File: src/rtl/regression_predictor_pkg.sv
`default_nettype none
// +----------------------------------------------------------------------+
// | Module   : regression_predictor_pkg                                  |
// | Purpose  : Shared fixed-point definitions for the regression         |
// |            predictor: default width/fraction, saturation limits and  |
// |            the signed fixed-point sample/coefficient type.           |
// | Ports    : none (package)                                            |
// | Revision : 1.0  initial release                                      |
// +----------------------------------------------------------------------+
package regression_predictor_pkg;

  localparam int DEF_WIDTH = 20;
  localparam int DEF_FRAC  = 10;

  // Q(DEF_WIDTH-DEF_FRAC).DEF_FRAC value, two's complement.
  typedef logic signed [DEF_WIDTH-1:0] fxp_t;

  localparam fxp_t SAT_MAX = {1'b0, {(DEF_WIDTH-1){1'b1}}};
  localparam fxp_t SAT_MIN = {1'b1, {(DEF_WIDTH-1){1'b0}}};

endpackage
`default_nettype wire

File: src/rtl/regression_predictor_if.sv
`default_nettype none
// +----------------------------------------------------------------------+
// | Module   : regression_predictor_if                                   |
// | Purpose  : Bundles the coefficient load, x-sample input stream,      |
// |            y-prediction output stream and status of the predictor.   |
// | Ports    : master - drives ld_coef, b_1_in, b_0_in, x_valid, x_in,   |
// |                     y_ready; observes the rest                       |
// |            slave  - the predictor side (opposite directions)         |
// | Revision : 1.0  initial release                                      |
// +----------------------------------------------------------------------+
interface regression_predictor_if
  import regression_predictor_pkg::*;
#(
  parameter int WIDTH       = DEF_WIDTH,
  parameter int NUM_SAMPLES = 150
);
  localparam int CNT_W = $clog2(NUM_SAMPLES + 1);

  logic                    ld_coef;
  logic signed [WIDTH-1:0] b_1_in;
  logic signed [WIDTH-1:0] b_0_in;
  logic                    x_valid;
  logic                    x_ready;
  logic signed [WIDTH-1:0] x_in;
  logic                    y_valid;
  logic                    y_ready;
  logic signed [WIDTH-1:0] y_out;
  logic                    busy;
  logic                    done;
  logic [CNT_W-1:0]        sample_cnt;

  modport master (
    output ld_coef, b_1_in, b_0_in, x_valid, x_in, y_ready,
    input  x_ready, y_valid, y_out, busy, done, sample_cnt
  );

  modport slave (
    input  ld_coef, b_1_in, b_0_in, x_valid, x_in, y_ready,
    output x_ready, y_valid, y_out, busy, done, sample_cnt
  );

endinterface
`default_nettype wire

File: src/rtl/regression_predictor_fxp_mac_sat.sv
`default_nettype none
// +----------------------------------------------------------------------+
// | Module   : fxp_mac_sat                                               |
// | Purpose  : Combinational signed fixed-point multiply-accumulate with |
// |            saturation: y = sat((a*b >>> FRAC) + c).                  |
// |            The product is exposed (prod) and re-entered (prod_in) so |
// |            a pipeline can register it; tie prod to prod_in for a     |
// |            purely combinational MAC.                                 |
// | Ports    : a, b    - WIDTH-bit signed multiplicands                  |
// |            prod    - full 2*WIDTH-bit signed product a*b             |
// |            prod_in - product to scale and accumulate                 |
// |            c       - WIDTH-bit signed addend                         |
// |            y       - WIDTH-bit saturated result                      |
// | Revision : 1.0  initial release                                      |
// +----------------------------------------------------------------------+
module fxp_mac_sat
  import regression_predictor_pkg::*;
#(
  parameter int WIDTH = DEF_WIDTH,
  parameter int FRAC  = DEF_FRAC
) (
  input  logic signed [WIDTH-1:0]   a,
  input  logic signed [WIDTH-1:0]   b,
  output logic signed [2*WIDTH-1:0] prod,
  input  logic signed [2*WIDTH-1:0] prod_in,
  input  logic signed [WIDTH-1:0]   c,
  output logic signed [WIDTH-1:0]   y
);
  localparam logic signed [WIDTH-1:0] MAX_V = {1'b0, {(WIDTH-1){1'b1}}};
  localparam logic signed [WIDTH-1:0] MIN_V = {1'b1, {(WIDTH-1){1'b0}}};

  logic signed [2*WIDTH-1:0] shifted;
  logic signed [2*WIDTH:0]   sum;
  logic [WIDTH+1:0]          upper;
  logic                      fits;

  assign prod    = $signed((2*WIDTH)'(a)) * $signed((2*WIDTH)'(b));
  // Arithmetic shift truncates toward negative infinity.
  assign shifted = prod_in >>> FRAC;
  assign sum     = {shifted[2*WIDTH-1], shifted} + {{(WIDTH+1){c[WIDTH-1]}}, c};

  // The sum fits in WIDTH bits only when every bit above the result's
  // sign bit is a copy of it.
  assign upper = sum[2*WIDTH:WIDTH-1];
  assign fits  = (&upper) | ~(|upper);

  always_comb begin
    y = sum[WIDTH-1:0];
    if (!fits) begin
      y = sum[2*WIDTH] ? MIN_V : MAX_V;
    end
  end

endmodule
`default_nettype wire

File: src/rtl/regression_predictor.sv
`default_nettype none
// +----------------------------------------------------------------------+
// | Module   : regression_predictor                                      |
// | Purpose  : Latches fitted coefficients b_1/b_0 and streams x samples |
// |            through a 2-stage pipeline producing saturated            |
// |            y_hat = b_1*x + b_0, with valid/ready on both sides, a    |
// |            delivered-prediction counter and a per-set done pulse.    |
// | Ports    : clk - rising-edge clock                                   |
// |            rst - asynchronous active-low reset                       |
// |            bus - regression_predictor_if.slave (load, x/y streams,   |
// |                  busy, done, sample_cnt)                             |
// | Revision : 1.0  initial release                                      |
// +----------------------------------------------------------------------+
module regression_predictor
  import regression_predictor_pkg::*;
#(
  parameter int WIDTH       = DEF_WIDTH,
  parameter int FRAC        = DEF_FRAC,
  parameter int NUM_SAMPLES = 150
) (
  input  logic                        clk,
  input  logic                        rst,
  regression_predictor_if.slave       bus
);
  localparam int             CNT_W = $clog2(NUM_SAMPLES + 1);
  localparam logic [CNT_W-1:0] LAST = CNT_W'(NUM_SAMPLES - 1);

  logic signed [WIDTH-1:0]   coef_b1;
  logic signed [WIDTH-1:0]   coef_b0;
  logic                      coef_loaded;
  logic                      s1_valid;
  logic signed [2*WIDTH-1:0] s1_prod;
  logic                      s2_valid;
  logic signed [WIDTH-1:0]   y_q;
  logic [CNT_W-1:0]          cnt;

  logic signed [2*WIDTH-1:0] prod;
  logic signed [WIDTH-1:0]   mac_y;
  logic                      adv1;
  logic                      adv2;
  logic                      x_fire;
  logic                      ld_take;
  logic                      busy_w;

  assign busy_w  = s1_valid | s2_valid;
  assign adv2    = s2_valid & bus.y_ready;
  assign adv1    = s1_valid & (~s2_valid | adv2);
  // A load in progress takes priority over a sample in the same cycle.
  assign bus.x_ready = coef_loaded & ~bus.ld_coef & (~s1_valid | adv1);
  assign x_fire  = bus.x_valid & bus.x_ready;
  // Coefficients may only change with the pipeline empty.
  assign ld_take = bus.ld_coef & ~busy_w;

  assign bus.y_valid    = s2_valid;
  assign bus.y_out      = y_q;
  assign bus.busy       = busy_w;
  assign bus.sample_cnt = cnt;
  assign bus.done       = adv2 & (cnt == LAST);

  fxp_mac_sat #(
    .WIDTH (WIDTH),
    .FRAC  (FRAC)
  ) u_mac (
    .a       (coef_b1),
    .b       (bus.x_in),
    .prod    (prod),
    .prod_in (s1_prod),
    .c       (coef_b0),
    .y       (mac_y)
  );

  always_ff @(posedge clk or negedge rst) begin
    if (!rst) begin
      coef_b1     <= '0;
      coef_b0     <= '0;
      coef_loaded <= 1'b0;
    end else if (ld_take) begin
      coef_b1     <= bus.b_1_in;
      coef_b0     <= bus.b_0_in;
      coef_loaded <= 1'b1;
    end
  end

  // Stage 1: full-precision product.
  always_ff @(posedge clk or negedge rst) begin
    if (!rst) begin
      s1_valid <= 1'b0;
      s1_prod  <= '0;
    end else if (x_fire) begin
      s1_valid <= 1'b1;
      s1_prod  <= prod;
    end else if (adv1) begin
      s1_valid <= 1'b0;
    end
  end

  // Stage 2: scale, add intercept, saturate; holds under backpressure.
  always_ff @(posedge clk or negedge rst) begin
    if (!rst) begin
      s2_valid <= 1'b0;
      y_q      <= '0;
    end else if (adv1) begin
      s2_valid <= 1'b1;
      y_q      <= mac_y;
    end else if (adv2) begin
      s2_valid <= 1'b0;
    end
  end

  // A load needs an empty pipeline, so it never coincides with a handshake.
  always_ff @(posedge clk or negedge rst) begin
    if (!rst) begin
      cnt <= '0;
    end else if (ld_take) begin
      cnt <= '0;
    end else if (adv2) begin
      cnt <= (cnt == LAST) ? '0 : cnt + CNT_W'(1);
    end
  end

endmodule
`default_nettype wire

File: src/flat_wrapper.sv
// flat-port wrapper written by rule: the top's interface ports become plain ports
module regression_predictor_flat import regression_predictor_pkg::*;
#(
  parameter int WIDTH       = DEF_WIDTH,
  parameter int FRAC        = DEF_FRAC,
  parameter int NUM_SAMPLES = 150
)
  (clk, rst, bus_ld_coef, bus_b_1_in, bus_b_0_in, bus_x_valid, bus_x_in, bus_y_ready, bus_x_ready, bus_y_valid, bus_y_out, bus_busy, bus_done, bus_sample_cnt);
  regression_predictor_if #(.WIDTH(WIDTH), .NUM_SAMPLES(NUM_SAMPLES)) bus_i ();
  input  logic clk;
  input  logic rst;
  input wire logic [$bits(bus_i.ld_coef)-1:0] bus_ld_coef;
  input wire logic [$bits(bus_i.b_1_in)-1:0] bus_b_1_in;
  input wire logic [$bits(bus_i.b_0_in)-1:0] bus_b_0_in;
  input wire logic [$bits(bus_i.x_valid)-1:0] bus_x_valid;
  input wire logic [$bits(bus_i.x_in)-1:0] bus_x_in;
  input wire logic [$bits(bus_i.y_ready)-1:0] bus_y_ready;
  output wire logic [$bits(bus_i.x_ready)-1:0] bus_x_ready;
  output wire logic [$bits(bus_i.y_valid)-1:0] bus_y_valid;
  output wire logic [$bits(bus_i.y_out)-1:0] bus_y_out;
  output wire logic [$bits(bus_i.busy)-1:0] bus_busy;
  output wire logic [$bits(bus_i.done)-1:0] bus_done;
  output wire logic [$bits(bus_i.sample_cnt)-1:0] bus_sample_cnt;
  assign bus_i.ld_coef = bus_ld_coef;
  assign bus_i.b_1_in = bus_b_1_in;
  assign bus_i.b_0_in = bus_b_0_in;
  assign bus_i.x_valid = bus_x_valid;
  assign bus_i.x_in = bus_x_in;
  assign bus_i.y_ready = bus_y_ready;
  assign bus_x_ready = bus_i.x_ready;
  assign bus_y_valid = bus_i.y_valid;
  assign bus_y_out = bus_i.y_out;
  assign bus_busy = bus_i.busy;
  assign bus_done = bus_i.done;
  assign bus_sample_cnt = bus_i.sample_cnt;
  regression_predictor #(.WIDTH(WIDTH), .FRAC(FRAC), .NUM_SAMPLES(NUM_SAMPLES)) u_core (.clk(clk), .rst(rst), .bus(bus_i));
endmodule
File: config.mk
export PLATFORM = sky130hd
export DESIGN_NAME = regression_predictor_flat
export DESIGN_NICKNAME = d
export VERILOG_FILES = /design/src/rtl/regression_predictor_pkg.sv /design/src/rtl/regression_predictor_if.sv /design/src/rtl/regression_predictor_fxp_mac_sat.sv /design/src/rtl/regression_predictor.sv /design/src/flat_wrapper.sv
export SDC_FILE = /design/constraint.sdc
export NUM_CORES = 1
export LEC_CHECK = 0
export ABC_AREA = 1
export CORE_UTILIZATION = 50
export DETAILED_ROUTE_END_ITERATION = 10
export GPL_TIMING_DRIVEN = 0
export PLACE_DENSITY = 0.68
export SLEW_MARGIN = 20
export SYNTH_ARGS = -nofsm -noshare
export SYNTH_HDL_FRONTEND = slang
export SYNTH_SLANG_ARGS = --single-unit
File: constraint.sdc
create_clock -name clk -period 7.6 [get_ports clk]
set_clock_uncertainty 0.1 [all_clocks]
set_input_delay 1.52 -clock clk [delete_from_list [all_inputs] [get_ports clk]]
set_output_delay 1.52 -clock clk [all_outputs]
set_load 0.005 [all_outputs]
==> impl_metrics.ini <==
[outcome]
status = completed

[synth]
synth_cells = 3019
synth_edf_count = 0
ys_seq_elements = 101
synth.distinct_cells = 43
avgSynthCellArea_sq_um = 7.42
ys_async_sr_fraction = 1.00
synth_top_area_frac = 0.375
yosysSeqAreaShare = 0.113
synthTopCellsByArea = fa_1 38%, nand2_1 15%, inv_1 14%
yosys-top-cells-count = 921 x nand2_1, 838 x inv_1, 420 x fa_1
ys_warn_count = 0
syn_nets = 3640
synth_top_cell_by_area = fa_1
netlist_area_sq_um = 22400
ys.flop_type = dfrtp_1
synth_most_common_cell = nand2_1

[routing]
wl_um = 66500
firstDrtPassIters = 6
wire_per_inst_um = 17.9
post-route-drc-count = 0
vias_per_cell = 5.18
drt_iter0_markers = 1597
antenna_left = 0
vias = 19213

[global_routing]
grt_pass1_wl_um = 107000
grt_max_degree = 57
grt_use_total = 0.312
grt_pass1_vias = 20116
antenna_found_initial = 0
grt_overflow = 0

[floorplan]
ios = 97
fp.dieArea_sq_um = 45700
core-area_sq_um = 44200
fp.dieH_um = 214
die_w_um = 214
rows = 77
initial_core_util = 0.507

[placed_design]
globalplace.congestion = 0.981
port_buffers = 77
dp_hpwl_um = 55800
postPlaceCellArea_sq_um = 23900
pre_cts_ws_ns = -1.18

[critical_path]
crit_chain = buf_2, nand2_1, inv_1, fa_2, inv_1, fa_1, inv_1, fa_1, inv_1, fa_2, fa_1, fa_1, inv_1, fa_1, ha_2, a21oi_1, inv_1, a31oi_4, o21ai_0, a21oi_1, nand2_2, or2_2, nand3_1, nand2_1
worst-path-buf-inv = 7
arrival_ns = 7.59
rr_endpoint = u_core.s1_prod[33]$_DFFE_PN0P_
r2r_slack_ns = 0.44
crit_path_end_kind = flip-flop
path_max_fanout = 10
path_class = input port to flip-flop
cp_top_family = adder cells
crit_path_top_delay_cell = fa_2
reg2regPathDepth = 27
cp.required_ns = 7.78
cpMostUsedCell = inv_1
start_kind = input port
max_stage_delay_ns = 0.62
regToRegStartpoint = u_core.coef_b1[1]$_DFFE_PN0P_

[layout]
drive_above_1_share = 0.0520
area_delta_synth_final_pct = 9.48
fin_util = 0.555
n_fill_cell = 4236
antenna-diode-count = 0
stdcell_area_sq_um = 24500
finalNetCount = 3734

[timing]
worstMarginPinSlew_ns = 1.00
setup_ws_ns = 0.190
period_share = 0.975
final.min_clock_period_ns = 7.41
tns_ns = 0
slew_viol_final = 0
rsz0062_at_grt = true
max_freq_ghz = 0.135
setup_viol = 0
hold_violations = 0
slew_headroom = 0.330

[min_path]
hp-start = u_core.coef_loaded$_DFFE_PN0P_
hold_depth = 1
hold_class = flip-flop to flip-flop
holdPathEnd = u_core.coef_loaded$_DFFE_PN0P_

[cts]
clkSinkCount = 101
cts_buffer_depth = 2
clk_latency_ns = 0.39
numCtsBuffers = 9
clk_pin_slew_ns = 0.08
root_buffer = clkbuf_16
hold_buffers = 0
htreeDepth = 3
cts_tree = done

[run]
max_cap_viol_count = 0
[final cells by class]
| cell class | instances | area [sq um] | area share |
|---|---|---|---|
| Clock inverter | 6 | 57.6 | 0.00235 |
| Clock buffer | 9 | 225 | 0.00918 |
| Sequential cell | 101 | 2530 | 0.103 |
| Tap cell | 592 | 741 | 0.0302 |
| Inverter | 845 | 3170 | 0.129 |
| Timing Repair Buffer | 83 | 845 | 0.0344 |
| Multi-Input combinational cell | 1975 | 16500 | 0.672 |
| Buffer | 98 | 468 | 0.0191 |
[how the worst max path moves through the flow]
stage / to / slack, ns / startpoint / cells after the start
global placement: u_core.s1_prod[33]$_DFFE_PN0P_ / -1.18 / bus_x_in[19] / 28
CTS: u_core.s1_prod[33]$_DFFE_PN0P_ / 0.01 / bus_x_in[15] / 23
finish: u_core.s1_prod[27]$_DFFE_PN0P_ / 0.19 / bus_x_in[6] / 24
floorplan: u_core.s1_prod[36]$_DFFE_PN0P_ / 0.03 / bus_x_in[3] / 24
global route: u_core.s1_prod[33]$_DFFE_PN0P_ / -0.02 / bus_x_in[2] / 30
detailed placement: u_core.s1_prod[33]$_DFFE_PN0P_ / -1.18 / bus_x_in[19] / 28
[placed cells by master, fill, tap and decap left out, types with 5 or more instances in the layout]
cell	instances
fa_1	415
a31oi_1	14
clkbuf_4	11
ha_2	10
nand2_1	914
clkbuf_2	20
a21oi_1	72
buf_2	7
dfrtp_1	101
and2_1	8
xnor2_1	22
clkdlybuf4s50_1	75
ha_1	123
nor2_1	123
inv_1	834
nand3_1	67
fa_2	5
buf_4	6
or2_2	13
o21ai_0	47
nor2_2	15
clkbuf_16	9
inv_2	9
nand2_2	17
xor2_1	23
a21oi_2	12
o21bai_1	5
nand4_1	16
a21o_1	5
nand3b_1	5
clkbuf_1	53
[layer usage]
| metal | track usage | part of all wire |
|---|---|---|
| met4 | 0.125 | 0.042 |
| met1 | 0.412 | 0.42 |
| met3 | 0.0480 | 0.074 |
| met5 | 0.0108 | 0.00095 |
| met2 | 0.513 | 0.46 |
[flip-flops by register name (all words and copies together) (netlist names)]
name / flops
u_core.bus.y_out: 20
u_core.s1_prod: 30
u_core.coef_b0: 20
u_core.bus.y_valid: 1
u_core.coef_loaded: 1
u_core.coef_b1: 20
u_core.s1_valid: 1
u_core.bus.sample_cnt: 8
[cell families after synthesis]
family | share of synthesized area
AO/OA/AOI/OAI | 0.0449
XOR/XNOR | 0.0176
adder cells (fa/ha/maj) | 0.451
buffers and inverters | 0.159
flip-flops | 0.113
AND/OR/NAND/NOR | 0.215
[repair_timing]
| action | in CTS | in global routing |
|---|---|---|
| endpoints found under the setup margin | 18 | 20 |
| setup buffers | 3 | 2 |
| resized for setup | 35 | 101 |
| pin swaps | 1 | 3 |
[stage by stage]
step                hold WS (ns)  std cells
floorplan                  0.340       3019
global placement           0.358       3688
detailed placement         0.363       3689
CTS                        0.381       3707
global route               0.413       3709
finish                     0.376       3709
Power is left out: the tool's default activity adds up to more than one toggle a clock period on the data nets, which glitch-free logic cannot reach.
